`config.mk`:
```
export PLATFORM = sky130hd
export DESIGN_NAME = moving_sum
export DESIGN_NICKNAME = d
export VERILOG_FILES = /design/src/rtl/moving_sum.sv
export SDC_FILE = /design/constraint.sdc
export NUM_CORES = 1
export LEC_CHECK = 0
export BUFFER_PORTS_ARGS = -buffer_cell sky130_fd_sc_hd__buf_2
export CAP_MARGIN = 20
export CELL_PAD_IN_SITES_DETAIL_PLACEMENT = 1
export CELL_PAD_IN_SITES_GLOBAL_PLACEMENT = 1
export CORE_AREA = 4 4 101 93
export DETAILED_ROUTE_END_ITERATION = 8
export DIE_AREA = 0 0 105 97
export PLACE_DENSITY_LB_ADDON = 0.08
export SETUP_SLACK_MARGIN = 0.15
export SYNTH_ARGS = -nofsm -noshare
export SYNTH_HDL_FRONTEND = slang
export SYNTH_SLANG_ARGS = --single-unit
```
`constraint.sdc`:
```
create_clock -name clk -period 4.4 [get_ports clk]
set_input_delay 0 -clock clk [delete_from_list [all_inputs] [get_ports clk]]
set_output_delay 0 -clock clk [all_outputs]
set_load 0.01 [all_outputs]
```
`src/rtl/moving_sum.sv`:
```
// Sliding-window summer: running sum of the last WINDOW accepted samples, one registered result per
// accepted input. Optional synchronous clear port enabled by defining MOVING_SUM_CLEAR_EN.
module moving_sum #(
   parameter int unsigned WINDOW       = 8,
   parameter int unsigned INPUT_WIDTH  = 8,
   parameter int unsigned OUTPUT_WIDTH = INPUT_WIDTH + $clog2(WINDOW)
) (
   input  logic                    clk,
   input  logic                    rst,
`ifdef MOVING_SUM_CLEAR_EN
   input  logic                    clr,
`endif
   input  logic                    in_vld,
   input  logic [INPUT_WIDTH-1:0]  in_dat,
   output logic                    out_vld,
   output logic [OUTPUT_WIDTH-1:0] out_dat,
   output logic                    out_full
);

   localparam int unsigned PTR_W = (WINDOW > 1) ? $clog2(WINDOW) : 1;
   localparam int unsigned CNT_W = $clog2(WINDOW + 1);
   localparam int unsigned SUM_W = OUTPUT_WIDTH + 1;

   localparam logic [PTR_W-1:0] PTR_LAST = PTR_W'(WINDOW - 1);
   localparam logic [CNT_W-1:0] CNT_FULL = CNT_W'(WINDOW);

   logic [INPUT_WIDTH-1:0]  buf_q [WINDOW];
   logic [PTR_W-1:0]        wr_ptr_q, wr_ptr_d;
   logic [CNT_W-1:0]        count_q, count_d;
   logic [OUTPUT_WIDTH-1:0] sum_q, sum_d;
   logic                    vld_q;
   logic                    full_q;
   logic                    accept;
   logic [INPUT_WIDTH-1:0]  oldest;
   logic [SUM_W-1:0]        sum_ext;

`ifdef MOVING_SUM_CLEAR_EN
   assign accept = in_vld & ~clr;
`else
   assign accept = in_vld;
`endif

   always_comb begin
      // Entries are only trusted once the window has filled; before that they may be stale.
      oldest   = (count_q == CNT_FULL) ? buf_q[wr_ptr_q] : '0;
      sum_ext  = {1'b0, sum_q} + SUM_W'(in_dat) - SUM_W'(oldest);
      sum_d    = sum_ext[OUTPUT_WIDTH-1:0];
      wr_ptr_d = (wr_ptr_q == PTR_LAST) ? '0 : wr_ptr_q + 1'b1;
      count_d  = (count_q == CNT_FULL) ? count_q : count_q + 1'b1;
   end

   always_ff @(posedge clk) begin
      if (rst) begin
         sum_q    <= '0;
         wr_ptr_q <= '0;
         count_q  <= '0;
         full_q   <= 1'b0;
         vld_q    <= 1'b0;
`ifdef MOVING_SUM_CLEAR_EN
      end else if (clr) begin
         sum_q    <= '0;
         wr_ptr_q <= '0;
         count_q  <= '0;
         full_q   <= 1'b0;
         vld_q    <= 1'b0;
`endif
      end else begin
         vld_q <= accept;
         if (accept) begin
            sum_q    <= sum_d;
            wr_ptr_q <= wr_ptr_d;
            count_q  <= count_d;
            full_q   <= (count_d == CNT_FULL);
         end
      end
   end

   // No reset on the buffer; the fill count masks whatever it holds.
   always_ff @(posedge clk) begin
      if (accept && !rst) begin
         buf_q[wr_ptr_q] <= in_dat;
      end
   end

   assign out_vld  = vld_q;
   assign out_dat  = sum_q;
   assign out_full = full_q;

endmodule

```
# Word-level counts from Yosys, hierarchy flattened

Memory sizes are Yosys's and may differ from the RTL's. A register that Yosys moved wholly into a read port is not among the register bits.
Index checks and enable logic that the tools add are counted.

Add/subtract/negate cells: 4
Equality and inequality tests: 3
Muxes and demuxes: 7
Reductions and logical operators: 2

Operator list:

| kind                  | number |
|---|---|
| $add A11 B8 Y11       | 1 |
| $sub A11 B8 Y11       | 1 |
| $mux W3               | 3 |
| $eq A4 B4 Y1 const B  | 2 |
| $mux W8               | 1 |
| $add A4 B1 Y4 const B | 1 |
| $mux W4               | 1 |
| $add A3 B1 Y3 const B | 1 |
| $eq A3 B3 Y1 const B  | 1 |
| $mux W1               | 2 |
| $logic_and A1 B1 Y1   | 1 |
| $logic_not A1 Y1      | 1 |

Register bits after elaboration: 20
RAM bits: 64
Input port bits: 11
Output and inout port bits: 13
Memories: 1

Memories:

| name  | depth | width | read ports | clocked after Yosys merged registers in | write ports | RTL line | text |
|---|---|---|---|---|---|---|---|
| buf_q | 8     | 8     | 1          | 1                                       | 1           | 27       | `logic [INPUT_WIDTH-1:0] buf_q [WINDOW];` |

# Longest topological paths before layout

Depth after elaboration: 4
Mapped depth: 14
Depth with buffers taken out: 13

# Worst setup path after synthesis

Ideal clock, no wire load.

Path type: register to register
Start point: register (tool-made name)
End point: register sum_q[10], in the netlist out_dat[10]
Library setup time: 0.138 ns
Arrival time: 3.169 ns
Data required time: 4.262 ns
Setup slack: 1.094 ns
Cell stages (with the launch flop): 14
Path through: dfxtp_1 > buf_2 > buf_6 > mux4_2 > mux2i_1 > nor2_1 > fa_1 > inv_1 > fa_1 > a21oi_1 > o211ai_2 > nand3_1 > nor4bb_1 > o311ai_1

RTL lines:

| element              | RTL line | text |
|---|---|---|
| to (signal assigned) | 70       | `sum_q <= sum_d;` |
| to (decl)            | 30       | `logic [OUTPUT_WIDTH-1:0] sum_q, sum_d;` |

==> qor.yml <==
clk_pin_slew_ps: 90
yosysWarningCount: 0
antenna_found_initial: 0
finalWirelength_um: 8440
die_h_um: 97
place_congestion: 0.762
p_per_area_nw_per_um2: 459
status: "completed"
critPathMostFrequentCell: "fa_1"
regArea_um2: 2380
synth_area_um2: 4100
synth_seq_area_share_pct: 58.1
fin_crit_sh_pct: 81.8
grt_util_met1_pct: 25.7
grt_max_degree: 28
io_buffers: 23
skew_ps: 10.1
min-delay-start: "rst"
ant_nets: 0
yosys_most_used_dff: "edfxtp_1"
dp_slack_ps: 763
cp_slowest_cell: "mux4_2"
fp-row-count: 32
rsz0062_at_grt: "no"
core_um2: 8410
n_antenna_cell: 0
clk_latency_ps: 350
path_cells: "buf_4, mux4_2, mux2i_1, nor2_1, fa_1, inv_1, fa_1, a21oi_1, o211ai_2, nand3_1, nor4bb_1, o311ai_1"
vias_per_cell: 5.48
min_period_ps: 3600
use_met2_pct: 27.6
cp_num_buf_inv: 2
critPathCaptureType: "flop"
grt_pass1_wl_um: 13900
clk_path_buf_depth: 2
slew_viol_final: 0
syn_to_final_growth_pct: 11.9
htreeDepth: 3
synth_edf_count: 64
cp-start-kind: "flop"
relSlewSlack_pct: 33.9
initial_utilization_pct: 48.8
critPathRequiredTime_ps: 4620
vias: 2443
cts_sinks: 87
die_x_um: 105
setup_tns_ps: 0
synth_cell_types: 42
multi_input_area_um2: 1530
max_freq_mhz: 278
vdd_ir_drop_max_v: 0.000226
netlist_top_cells_area: "edfxtp_1 (47%), dfxtp_1 (11%), mux4_2 (8.8%)"
grt.busiest_layer: "met2"
grt-ovfl-total: 0
dieArea_um2: 10200
synthArstFlopShare_pct: 0
leakagePower_nw: 1.72
whs_ps: 99.0
drive_above_1_share_pct: 17.7
total_power_mw: 2.11
dr.pass1.iters: 4
finalNetCount: 374
avgSynthCellArea_um2: 13.4
syn_inst: 307
maxCapViolCount: 0
worst_slack_ps: 801
worstPathArrival_ps: 3820
ys_top_cells_by_count: "edfxtp_1 (64), inv_1 (40), nor2_1 (29)"
place_hpwl_um: 5790
ys_ff_latch: 87
design_area_um2: 4590
met3_usage_pct: 4.27
finalSetupViolCount: 0
cts_tree: "built"
critical_path_peak_fanout: 16
place_area_um2: 4320
synth_nets: 341
clock-root-buffer: "clkbuf_8"
critPathTopFamily: "adder cells"
yosysTopAreaCell: "edfxtp_1"
worst-setup-path-type: "flop to flop"
finalHoldViolations: 0
synth_top_area_share_pct: 46.9
drt_drc_violations_left: 0
cts_buffers: 9
yosys.cell_count.top_type: "edfxtp_1"
cts_resized: 0
grt_usage_pct: 17.9
pin_count: 24
avgRoutedWirePerCell_um: 18.9
tightest_slew_ps: 988
nFillCells: 843
drt_iter0_markers: 137
grt_pass1_vias: 2630
min_path_type: "input port to flop"
slowest_delay_ps: 540
==> worst paths after layout <==
path | to | slack (ps) | cells past startpoint
worst max register to register | out_dat[10]$_SDFFE_PP0P_ | 800 | 12
worst min-delay path | count_q[3]$_SDFFE_PP0P_ | 100 | 2
worst min register to register | out_full$_SDFFE_PP0P_ | 480 | 2
worst max-delay path | out_dat[10]$_SDFFE_PP0P_ | 800 | 12
==> where the power goes <==
group,internal (mW),switching (mW)
sequential,0.924,0.0334
combinational,0.242,0.349
clock,0.265,0.293
total,1.43,0.675
==> cells by family (layout without fill, tap and decap cells) <==
group / Yosys count / count (layout) / synth area share (%)
mux: 33 / 33 / 12.9
compound gates: 37 / 37 / 5.89
buf+inv: 51 / 88 / 4.94
fa+ha+maj: 23 / 23 / 8.48
simple gates: 69 / 69 / 8.18
flops: 87 / 87 / 58.1
xor+xnor: 7 / 7 / 1.49
==> final cells by class <==
type                       instances  share of cell area [%]
clock inverter                     6                    1.50
tap                              102                    2.78
inverter                          40                    3.27
multi-input combinational        169                    33.3
clock buffer                       9                    2.70
timing repair buffer              33                    4.58
sequential                        87                    51.9
==> cells in the final DEF (no fill, tap or decap), drive strengths merged, types with 2 or more instances in the layout <==
cell,n
nand2b,3
a21oi,16
dlygate4sd3,8
fa,8
nor3,6
dfxtp,23
nand3,7
buf,25
nor2,29
o311ai,2
nand4,3
xnor2,3
inv,43
o21ai,5
edfxtp,64
nand2,11
ha,15
a21o,3
mux2i,17
xor2,4
mux4,16
or3,3
clkbuf,9
a211oi,3
==> worst register-to-register path: cells and delay by family (launching register included) <==
kind                     cells  cell delay [ps]
flip-flops                   1              320
multiplexers                 2              760
adder cells (fa/ha/maj)      2              950
AND/OR/NAND/NOR              3              450
buffers and inverters        2              370
AO/OA/AOI/OAI                3              610
==> what timing repair did <==
item                      4_1_cts  5_1_grt
hold endpoints to repair       64        0
hold buffers                    8        0
buffers inserted                0        0
==> routing by layer <==
layer  up-vias  part of all wire, %
met5         -                    0
met4         0                  1.2
met3        10                  2.8
met2        27                   47
met1      1228                   49
li1       1178                    -
==> metrics by stage <==
step / util, % / std cells
2_1_floorplan: - / 307
3_3_place_gp: 51.3 / 423
3_5_place_dp: 51.3 / 423
4_1_cts: 54.6 / 446
5_1_grt: 54.6 / 446
6_report: 54.6 / 446
==> flip-flops by register name, indices dropped and copies added (netlist names), named ones only <==
name	cells
buf_q	64
count_q	4
out_dat	11
out_full	1
out_vld	1
wr_ptr_q	3
Note: power is estimated with default switching activity, not from simulation.
